**config.mk**
```make
export PLATFORM = sky130hd
export DESIGN_NAME = fetch_sequencer_flat
export DESIGN_NICKNAME = d
export VERILOG_FILES = /design/src/rtl/fetch_sequencer_if.sv /design/src/rtl/fetch_sequencer.sv /design/src/flat_wrapper.sv
export SDC_FILE = /design/constraint.sdc
export NUM_CORES = 1
export LEC_CHECK = 0
export BUFFER_PORTS_ARGS = -buffer_cell sky130_fd_sc_hd__buf_2
export CAP_MARGIN = 25
export CORE_ASPECT_RATIO = 2
export CORE_MARGIN = 5
export CORE_UTILIZATION = 54
export CTS_CLUSTER_SIZE = 28
export DETAILED_ROUTE_END_ITERATION = 8
export PLACE_DENSITY = 0.84
export SLEW_MARGIN = 10
export SYNTH_ARGS = -nofsm -noshare
export SYNTH_HDL_FRONTEND = slang
export SYNTH_SLANG_ARGS = --single-unit
```
**constraint.sdc**
```tcl
create_clock -name clk -period 3 [get_ports clk]
set_input_delay 0 -clock clk [delete_from_list [all_inputs] [get_ports clk]]
set_output_delay 0 -clock clk [all_outputs]
set_load 0.02 [all_outputs]
```
**src/rtl/fetch_sequencer_if.sv**
```systemverilog
// Fetch sequencer bus: address-register/memory side plus the decode handoff.
// The master is the sequencer; the slave is the memory/decode environment.
interface fetch_sequencer_if #(
  parameter int word_size = 8
);
  logic [word_size-1:0] mem_data;
  logic [word_size-1:0] ar_data;
  logic                 ar_load;
  logic [word_size-1:0] pc_out;
  logic [word_size-1:0] instr_out;
  logic [word_size-1:0] operand_out;
  logic                 instr_valid;
  logic                 instr_ready;
  logic                 branch_en;
  logic [word_size-1:0] branch_addr;
  logic                 halted;

  modport master (
    input  mem_data, instr_ready, branch_en, branch_addr,
    output ar_data, ar_load, pc_out, instr_out, operand_out, instr_valid, halted
  );

  modport slave (
    output mem_data, instr_ready, branch_en, branch_addr,
    input  ar_data, ar_load, pc_out, instr_out, operand_out, instr_valid, halted
  );
endinterface

```
**src/rtl/fetch_sequencer.sv**
```systemverilog
// Instruction-fetch sequencer: owns the PC, drives the address register, assembles
// one- or two-word instructions and hands them to decode over valid/ready.
module fetch_sequencer #(
  parameter int                   word_size = 8,
  parameter int                   op_size   = 4,
  parameter logic [word_size-1:0] reset_pc  = '0
) (
  input  logic                clk,
  input  logic                rst,
  fetch_sequencer_if.master   bus
);

  typedef enum logic [2:0] {
    IDLE    = 3'd0,
    FETCH1  = 3'd1,
    FETCH2  = 3'd2,
    ADDR1   = 3'd3,
    ADDR2   = 3'd4,
    PRESENT = 3'd5,
    HALT    = 3'd6
  } state_t;

  localparam logic [op_size-1:0] op_rd   = op_size'(4'b0101);
  localparam logic [op_size-1:0] op_wr   = op_size'(4'b0110);
  localparam logic [op_size-1:0] op_br   = op_size'(4'b0111);
  localparam logic [op_size-1:0] op_brz  = op_size'(4'b1000);
  localparam logic [op_size-1:0] op_halt = op_size'(4'b1111);

  state_t               state, state_nxt;
  logic [word_size-1:0] pc, pc_nxt;
  logic [word_size-1:0] instr_q, instr_nxt;
  logic [word_size-1:0] operand_q, operand_nxt;
  logic [word_size-1:0] ar_hold, ar_hold_nxt;
  logic                 issue;

  function automatic logic [op_size-1:0] opcode_of(input logic [word_size-1:0] w);
    return w[word_size-1 -: op_size];
  endfunction

  function automatic logic is_two_word(input logic [word_size-1:0] w);
    logic [op_size-1:0] op;
    op = opcode_of(w);
    return (op == op_rd) || (op == op_wr) || (op == op_br) || (op == op_brz);
  endfunction

  function automatic logic is_halt(input logic [word_size-1:0] w);
    return opcode_of(w) == op_halt;
  endfunction

  // Wraps modulo 2^word_size, so a two-word instruction at the top of memory
  // takes its operand from address zero.
  function automatic logic [word_size-1:0] pc_inc(input logic [word_size-1:0] p);
    return p + word_size'(1);
  endfunction

  always_ff @(posedge clk or negedge rst) begin
    if (!rst) begin
      state     <= IDLE;
      pc        <= reset_pc;
      instr_q   <= '0;
      operand_q <= '0;
      ar_hold   <= '0;
    end else begin
      state     <= state_nxt;
      pc        <= pc_nxt;
      instr_q   <= instr_nxt;
      operand_q <= operand_nxt;
      ar_hold   <= ar_hold_nxt;
    end
  end

  always_comb begin
    state_nxt   = state;
    pc_nxt      = pc;
    instr_nxt   = instr_q;
    operand_nxt = operand_q;
    ar_hold_nxt = ar_hold;
    case (state)
      IDLE: state_nxt = FETCH1;
      FETCH1: begin
        ar_hold_nxt = pc;
        pc_nxt      = pc_inc(pc);
        state_nxt   = FETCH2;
      end
      FETCH2: begin
        instr_nxt   = bus.mem_data;
        operand_nxt = '0;
        state_nxt   = is_two_word(bus.mem_data) ? ADDR1 : PRESENT;
      end
      ADDR1: begin
        ar_hold_nxt = pc;
        pc_nxt      = pc_inc(pc);
        state_nxt   = ADDR2;
      end
      ADDR2: begin
        operand_nxt = bus.mem_data;
        state_nxt   = PRESENT;
      end
      PRESENT: begin
        // A handed-off HALT wins over any redirect offered in the same cycle.
        if (bus.instr_ready) begin
          if (is_halt(instr_q)) begin
            state_nxt = HALT;
          end else begin
            if (bus.branch_en) pc_nxt = bus.branch_addr;
            state_nxt = FETCH1;
          end
        end
      end
      HALT:    state_nxt = HALT;
      default: state_nxt = IDLE;
    endcase
  end

  // Outputs come only from registered state; ar_data holds the last issued address.
  assign issue           = (state == FETCH1) || (state == ADDR1);
  assign bus.ar_load     = issue;
  assign bus.ar_data     = issue ? pc : ar_hold;
  assign bus.pc_out      = pc;
  assign bus.instr_out   = instr_q;
  assign bus.operand_out = operand_q;
  assign bus.instr_valid = (state == PRESENT);
  assign bus.halted      = (state == HALT);

endmodule

```
**src/flat_wrapper.sv**
```systemverilog
// flat-port wrapper written by rule: the top's interface ports become plain ports
module fetch_sequencer_flat 
#(
  parameter int                   word_size = 8,
  parameter int                   op_size   = 4,
  parameter logic [word_size-1:0] reset_pc  = '0
)
  (clk, rst, bus_mem_data, bus_instr_ready, bus_branch_en, bus_branch_addr, bus_ar_data, bus_ar_load, bus_pc_out, bus_instr_out, bus_operand_out, bus_instr_valid, bus_halted);
  fetch_sequencer_if #(.word_size(word_size)) bus_i ();
  input  logic clk;
  input  logic rst;
  input wire logic [$bits(bus_i.mem_data)-1:0] bus_mem_data;
  input wire logic [$bits(bus_i.instr_ready)-1:0] bus_instr_ready;
  input wire logic [$bits(bus_i.branch_en)-1:0] bus_branch_en;
  input wire logic [$bits(bus_i.branch_addr)-1:0] bus_branch_addr;
  output wire logic [$bits(bus_i.ar_data)-1:0] bus_ar_data;
  output wire logic [$bits(bus_i.ar_load)-1:0] bus_ar_load;
  output wire logic [$bits(bus_i.pc_out)-1:0] bus_pc_out;
  output wire logic [$bits(bus_i.instr_out)-1:0] bus_instr_out;
  output wire logic [$bits(bus_i.operand_out)-1:0] bus_operand_out;
  output wire logic [$bits(bus_i.instr_valid)-1:0] bus_instr_valid;
  output wire logic [$bits(bus_i.halted)-1:0] bus_halted;
  assign bus_i.mem_data = bus_mem_data;
  assign bus_i.instr_ready = bus_instr_ready;
  assign bus_i.branch_en = bus_branch_en;
  assign bus_i.branch_addr = bus_branch_addr;
  assign bus_ar_data = bus_i.ar_data;
  assign bus_ar_load = bus_i.ar_load;
  assign bus_pc_out = bus_i.pc_out;
  assign bus_instr_out = bus_i.instr_out;
  assign bus_operand_out = bus_i.operand_out;
  assign bus_instr_valid = bus_i.instr_valid;
  assign bus_halted = bus_i.halted;
  fetch_sequencer #(.word_size(word_size), .op_size(op_size), .reset_pc(reset_pc)) u_core (.clk(clk), .rst(rst), .bus(bus_i));
endmodule
```
; ---- Yosys cells after proc, flatten, opt, wreduce, memory -nomap -nowiden
; Cells that the tools add are included.
; W data, S select, Z words.
[word_totals]
regBits = 35
input_bits = 20
[classes]
muxes = 10
reduce_logical = 9
eq_ne = 14
add_sub_neg = 1
[op_table]
columns = operator, n
row1 = $mux W8, 4
row2 = $pmux W8 S2, 2
row3 = $pmux W3 S7, 1
row4 = $eq A4 B3 Y1 const B, 3
row5 = $eq A3 B3 Y1 const B, 3
row6 = $mux W3, 3
row7 = $add A8 B1 Y8 const B, 1
row8 = $eq A4 B4 Y1 const B, 2
row9 = $eq A3 B2 Y1 const B, 2
row10 = $ne A2 B2 Y1 const B, 3
row11 = $logic_or A1 B1 Y1, 4
row12 = $reduce_and A4 Y1, 1
row13 = $reduce_bool A2 Y1, 2
row14 = $eq A3 B1 Y1 const B, 1
row15 = $logic_not A3 Y1, 1
row16 = $reduce_or A2 Y1, 1

; ---- Depth between registers and ports, before layout
; Gate-level depths: netlist of the first run.
[logic_depth]
ltp_word = 6
mapped_depth = 6
ltp_nobuf = 5

; ---- Worst setup path before layout of the first run
; OpenSTA, ideal clock, no wires.
[synth_timing]
kind = flip-flop to flip-flop
start = register u_core.pc[0], in the netlist u_core.bus.pc_out[0]
end = register u_core.pc[4], in the netlist u_core.bus.pc_out[4]
n_path_buf = 0
setup_time_ps = 94
setup_slack_ps = 1467
stages_incl_launch_ff = 5
t_required_ps = 2906
arrival_time_ps = 1439
period_less_slack_ps = 1533
cell_sequence = dfrtp_1 ha_1 and4_1 a22o_1 a221oi_2
[synth_between]
elab_chain_len = 2
[synth_rtl]
columns = item, line_no
row1 = start: declaration, fetch_sequencer.sv:30  ; logic [word_size-1:0] pc, pc_nxt;
row2 = start signal: assignment, fetch_sequencer.sv:59  ; pc <= reset_pc;
row3 = start signal: assignment, fetch_sequencer.sv:65  ; pc <= pc_nxt;
row4 = $add A8 B1 Y8, fetch_sequencer.sv:53  ; return p + word_size'(1);
row5 = $pmux W8 S2, fetch_sequencer.sv:78  ; case (state)
; No other way between the ends.
; A chain may end at the register's enable or synchronous reset.

; ---- Worst setup path after layout of the first run
[layout_timing]
start = register u_core.state[1]
end = register u_core.pc[5], in the netlist u_core.bus.pc_out[5]
[layout_between]
elab_chain_len = 4
word_cells_on_any_way = 10
[layout_rtl]
columns = item, line_no
row1 = start: declaration, fetch_sequencer.sv:29  ; state_t state, state_nxt;
row2 = start signal: assignment, fetch_sequencer.sv:64  ; state <= state_nxt;
row3 = $eq A3 B2 Y1 or $eq A3 B1 Y1 (tied branches), fetch_sequencer.sv:78
row4 = $reduce_or A2 Y1 (no source line), -
row5 = $reduce_bool A2 Y1 (no source line), -
row6 = $reduce_and A4 Y1 (no source line), -
; Parallel ways exist; a longest one is shown, timed or not.

==> run metrics, run 1 <==
top cells by area, synth dfrtp_1 50%, nand2_1 9.0%, mux2_2 5.2%; core footprint roughly 0.0032 mm^2; Synth cell types 37; share of layout cells above drive strength 1 a little under a third; total grt overflow 0; Post-CTS Setup Bufs 0; chip width approximately 50 um; # fillers 250; post-route insts no fill 280; Tot Pwr ~2.7 mW; # setup viols final 0; Seq/Total Area, Yosys between 50% and 60%; Synth top cells by count 42 x nand2_1, 35 x dfrtp_1, 16 x o21ai_0; Final TNS setup 0 ns; Most used DFF post-synth dfrtp_1; Syn Area/Cell around 9.6 um^2; number of synthesized register bits 35; final WL 4490 um; DRT antenna net count 0; DR WL/cell 16.0 um; Post-synth EDFFs 0; DRC violations left 0; Via Count about 1600; Post-Synthesis Cells around 180; Synth Cell Area roughly 0.0017 mm^2; flop-to-flop setup slack ~0.52 ns; Final Hold Fails 0; Die Ht approximately 90 um; gr usage total between 20 and 25%; Fmax ~0.40 GHz; first-pass GRT wire length around 7700 um; status finished, final reports clean; drt via density roughly 5.8; RePlAce Congestion 0.866; critical path's largest stage delay 0.63 ns; Final min period between 2 and 2.5 ns; largest area contributor in the netlist dfrtp_1; Yosys top cell area share between 50% and 60%; cell chain of the critical path nand2b_1 > a21oi_1 > nand4_1 > a32o_1 > dlygate4sd3_1; Critical Setup Path Class reg -> reg; clk slew on worst S/H paths 0.07 ns; Crit Path Max Fanout 17; drt initial violations 29; IO buf count 54; Post-layout nets 269; clock sink total 35; syn nets ~200; total of max-cap violations 0; Initial DRT Pass Iterations 4; peak supply drop roughly 0.75 mV; DP Wirelength 3230 um; placed insts roughly 260; Static Leak roughly 1.1 nW; RSZ-0062 raised after global routing false; worst-skew pair later-pin latency just under 0.3 ns; area delta synth->final 28.6%; row count 29; H-tree levels 2; die area 0.00453 mm^2; Critical Path Start Type register; vias in the first global route about 1600; Critical Path AT 2.66 ns; CTS max path bufs 2; CTS Buf Count 5; Slew HR roughly 48%; largest net degree at the start of global routing 36; final hold slack 0.0372 ns; Worst Max-Slew Pin Slew between 0.7 and 0.8 ns; CTS tree done; ant diodes 0; final setup skew roughly 0.0057 ns; Slew Viols, Final 0; Post-synth ARST share 100%; Initial Util roughly 55%; initial antenna violation count 0; count leader, synth nand2_1; worst endpoint required time around 3.2 ns; IO Pins 55; Crit-path slowest cell a21oi_1; fin util 71.0%; type of the worst min-delay path in -> reg; Yosys warning total 0; Final period util approximately 83%; Root Buffer clkbuf_8; CP Capture Type register; P per Cell Area between 1000 and 1500 mW/mm^2
logic make-up after synthesis:
family | Yosys count | synth area share [%]
and+or+nand+nor | 80 | 23.8
AOI/OAI and AO/OA | 46 | 16.4
DFF | 35 | 50.3
buffers and inverters | 12 | 3.59
muxes | 8 | 5.17
adders and majority gates | 1 | 0.718
repair_timing:
action	CTS	global route
endpoints found under the hold margin	46	0
hold buffers	13	0
resized for setup	0	0
cells in the final DEF (no fill, tap or decap), types with 2 or more instances in the layout:
cell           count
o21ai_0           16
nand2b_1           5
nand3_1            2
dfrtp_1           35
nand4_1            3
a21o_1             2
nor2b_1            9
mux2_2             8
clkbuf_8           7
a32o_1             2
nor2_1             6
dlygate4sd3_1     13
a31oi_1            5
inv_1              2
a22o_1             2
o211ai_1           2
and2_1             4
a21oi_1           12
buf_2             54
nand2_1           42
per-stage QoR:
stage / worst slack (ns) / cell area, um^2
floorplan: 1.47 / 1740
global placement: 1.13 / 2010
detailed placement: 1.03 / 2010
CTS: 0.505 / 2240
global route: 0.346 / 2240
finish: 0.520 / 2240
per-layer routing:
layer | global-route usage [%] | share of wire, %
met5 | 0 | 0
met3 | 5.79 | 7.2
met4 | 10.9 | 3.0
met1 | 24.2 | 37
met2 | 35.7 | 53
layout make-up:
class | count | area (um^2) | area share [%]
Sequential cell | 35 | 876 | 39.1
Multi-Input combinational cell | 135 | 805 | 35.9
Timing Repair Buffer | 67 | 400 | 17.9
Clock buffer | 7 | 96.3 | 4.30
Tap cell | 31 | 38.8 | 1.73
Inverter | 4 | 17.5 | 0.782
Clock inverter | 1 | 7.51 | 0.335
flip-flops by register name (all words and copies together) (netlist names):
register and flops:
u_core.ar_hold 8, u_core.bus.instr_out 8, u_core.bus.operand_out 8, u_core.bus.pc_out 8, u_core.state 3
power by group:
group / switching [mW] / internal (mW) / total (mW)
Combinational: 0.867 / 0.527 / 1.39
Clock: 0.168 / 0.209 / 0.376
Sequential: 0.253 / 0.707 / 0.960
Total: 1.29 / 1.44 / 2.73
critical path: cells and delay by family, from the launching register on:
family                 cells  cell delay [ns]
buffers and inverters      1             0.54
and+or+nand+nor            2             0.40
AOI/OAI and AO/OA          2             0.89
DFF                        1             0.54
final timing paths:
path,start,to,cells after the start
min in group asynchronous,rst,u_core.ar_hold[7]$_DFFE_PN0N_,2
setup / recovery,u_core.state[1]$_DFFE_PN0P_,u_core.bus.pc_out[5]$_DFFE_PN0P_,5
setup reg to reg,u_core.state[1]$_DFFE_PN0P_,u_core.bus.pc_out[5]$_DFFE_PN0P_,5
max in group asynchronous,rst,u_core.bus.instr_out[6]$_DFFE_PN0P_,2
hold reg to reg,u_core.ar_hold[4]$_DFFE_PN0N_,u_core.ar_hold[4]$_DFFE_PN0N_,2
hold / removal,bus_branch_addr[7],u_core.bus.pc_out[7]$_DFFE_PN0P_,3
Note: power is estimated with default switching activity, not from simulation.
==> run 2, diff against run 1 <==
--- a/config.mk
+++ b/config.mk
@@ -9,10 +9,10 @@
 export CAP_MARGIN = 25
 export CORE_ASPECT_RATIO = 2
 export CORE_MARGIN = 5
-export CORE_UTILIZATION = 54
+export CORE_UTILIZATION = 50
 export CTS_CLUSTER_SIZE = 28
 export DETAILED_ROUTE_END_ITERATION = 8
-export PLACE_DENSITY = 0.84
+export PLACE_DENSITY = 0.79
 export SLEW_MARGIN = 10
 export SYNTH_ARGS = -nofsm -noshare
 export SYNTH_HDL_FRONTEND = slang
==> constraint.sdc (replaced) <==
create_clock -name clk -period 2.3 [get_ports clk]
set_input_delay 0 -clock clk [delete_from_list [all_inputs] [get_ports clk]]
set_output_delay 0 -clock clk [all_outputs]
set_load 0.02 [all_outputs]
==> run metrics, run 2 (same netlist as run 1, synthesis figures left out) <==
RePlAce Congestion 0.898 (was 0.866); Die Ht 93.5 um (was 90.3 um); clock sink total 35 (unchanged); H-tree levels 2 (unchanged); Critical Path Start Type register (unchanged); Initial DRT Pass Iterations 4 (unchanged); ant diodes 0 (unchanged); core footprint 0.00338 mm^2 (was 0.00316 mm^2); worst endpoint required time 2.47 ns (was 3.18 ns); status finished, final reports clean (unchanged); Worst Max-Slew Pin Slew 0.755 ns (was 0.781 ns); post-route insts no fill 282 (was 280); Fmax 0.451 GHz (was 0.403 GHz); worst-skew pair later-pin latency 0.28 ns (was 0.29 ns); Static Leak 1.11 nW (about the same); Final period util 96.4% (was 82.7%); most frequent cells in the layout 54 x buf_2, 42 x nand2_1, 35 x dfrtp_1 (unchanged); capture point of the worst reg-to-reg path u_core.bus.pc_out[5]$_DFFE_PN0P_ (unchanged); Resize count post-CTS 0 (unchanged); total of max-cap violations 0 (unchanged); Via Count 1594 (was 1615); Critical Path AT 2.38 ns (was 2.66 ns); Slew HR 49.7% (was 48.0%); RSZ-0062 raised after global routing false (unchanged); drt initial violations 41 (was 29); area of the multi-input gates 805 um^2 (unchanged); DRT antenna net count 0 (unchanged); Cell Area, Placed 0.00203 mm^2 (was 0.00201 mm^2); Final Hold Fails 0 (unchanged); DP Wirelength 3360 um (was 3230 um); CTS tree done (unchanged); Final TNS setup 0 ns (unchanged); worst r2r path cells 5 (unchanged); P per Cell Area 1590 mW/mm^2 (was 1220 mW/mm^2); placed insts 263 (was 259); chip width 51.8 um (was 50.2 um); first-pass GRT wire length 7710 um (was 7670 um); Post-layout nets 270 (was 269); DR WL/cell 16.2 um (was 16.0 um); CP Launch Point u_core.state[1]$_DFFE_PN0P_ (unchanged); Critical Setup Path Class reg -> reg (unchanged); Post-CTS Setup Bufs 0 (unchanged); clk slew on worst S/H paths 0.07 ns (about the same); area delta synth->final 27.5% (was 28.6%); Initial Util 51.6% (was 55.2%); final worst setup slack 0.0837 ns (was 0.520 ns); Tot Pwr 3.54 mW (was 2.73 mW); die area 0.00484 mm^2 (was 0.00453 mm^2); drt via density 5.65 (was 5.77); most common cell after layout, fill and taps aside buf_2 (unchanged); DRC violations left 0 (unchanged); # fillers 267 (was 250); IO Pins 55 (unchanged); Setup crit end u_core.bus.pc_out[5]$_DFFE_PN0P_ (unchanged); Design Area, Final 0.00222 mm^2 (was 0.00224 mm^2); row count 30 (was 29); initial antenna violation count 0 (unchanged); total grt overflow 0 (unchanged); CTS Buf Count 5 (unchanged); IO buf count 54 (unchanged); Slew Viols, Final 0 (unchanged); Final min period 2.22 ns (was 2.48 ns); Crit Path Max Fanout 17 (unchanged); # setup viols final 0 (unchanged); vias in the first global route 1645 (was 1635); final setup skew 0.00582 ns (was 0.00574 ns); Hold Buf Count CTS 11 (was 13); peak supply drop 0.953 mV (was 0.752 mV); DP Worst Slack 0.569 ns (was 1.03 ns); flop-to-flop setup slack 0.08 ns (was 0.52 ns); type of the worst min-delay path in -> reg (unchanged); final WL 4570 um (was 4490 um); Root Buffer clkbuf_8 (unchanged); Reg area 876 um^2 (unchanged); share of layout cells above drive strength 1 31.2% (was 30.9%); gr usage total 21.0% (was 21.5%); largest net degree at the start of global routing 36 (unchanged); CP Capture Type register (unchanged); CTS max path bufs 2 (unchanged); Reg2Reg Launch Point u_core.state[1]$_DFFE_PN0P_ (unchanged)
==> run 2: power by group <==
| part | internal, mW | total (mW) | switching (mW) |
|---|---|---|---|
| Combinational | 0.724 | 1.89 | 1.17 |
| Sequential | 0.923 | 1.23 | 0.309 |
| Clock | 0.212 | 0.422 | 0.210 |
| Total | 1.86 | 3.54 | 1.68 |
==> run 2: critical path, stage by stage, from the launching register on <==
cell           delay [ns]
dfrtp_1              0.63
nand3b_4             0.33
a21o_1               0.20
nand4_1              0.16
a32o_1               0.24
dlygate4sd3_1        0.55
==> run 2: area by class of cell <==
class                   count  area share, %
flip-flops and latches     35           39.4
multi-input cells         135           36.2
repair buffers             68           18.1
clock buffers               7           3.43
well taps                  32           1.80
inverters                   4          0.788
clock inverters             1          0.225
==> run 2: worst min-delay path by stage <==
stage / start / to / slack, ns / depth (start not counted)
after floorplan: rst / u_core.ar_hold[0]$_DFFE_PN0N_ / -0.30 / 0
after global placement: rst / u_core.ar_hold[5]$_DFFE_PN0N_ / 0.12 / 1
after detailed placement: rst / u_core.ar_hold[7]$_DFFE_PN0N_ / 0.12 / 1
after CTS: bus_branch_addr[0] / u_core.bus.pc_out[0]$_DFFE_PN0P_ / 0.01 / 3
after global routing: bus_branch_addr[1] / u_core.bus.pc_out[1]$_DFFE_PN0P_ / 0.03 / 3
final: bus_branch_addr[0] / u_core.bus.pc_out[0]$_DFFE_PN0P_ / 0.02 / 3
==> run 2: per-stage QoR <==
stage / util (%) / hold slack, ns
floorplan: - / -0.296
global placement: 60.1 / 0.117
detailed placement: 60.1 / 0.119
CTS: 65.8 / 0.00963
global route: 65.8 / 0.0256
finish: 65.8 / 0.0176
==> run 2: layer usage <==
| metal | up-vias | routed length (um) | global-route usage, % | part of all wire, % |
|---|---|---|---|---|
| li1 | 769 | - | - | - |
| met1 | 735 | 1670 | 22.5 | 37 |
| met2 | 77 | 2480 | 36.9 | 54 |
| met3 | 13 | 319 | 5.42 | 7.0 |
| met4 | 0 | 100 | 10.1 | 2.2 |
| met5 | - | 0 | 0 | 0 |
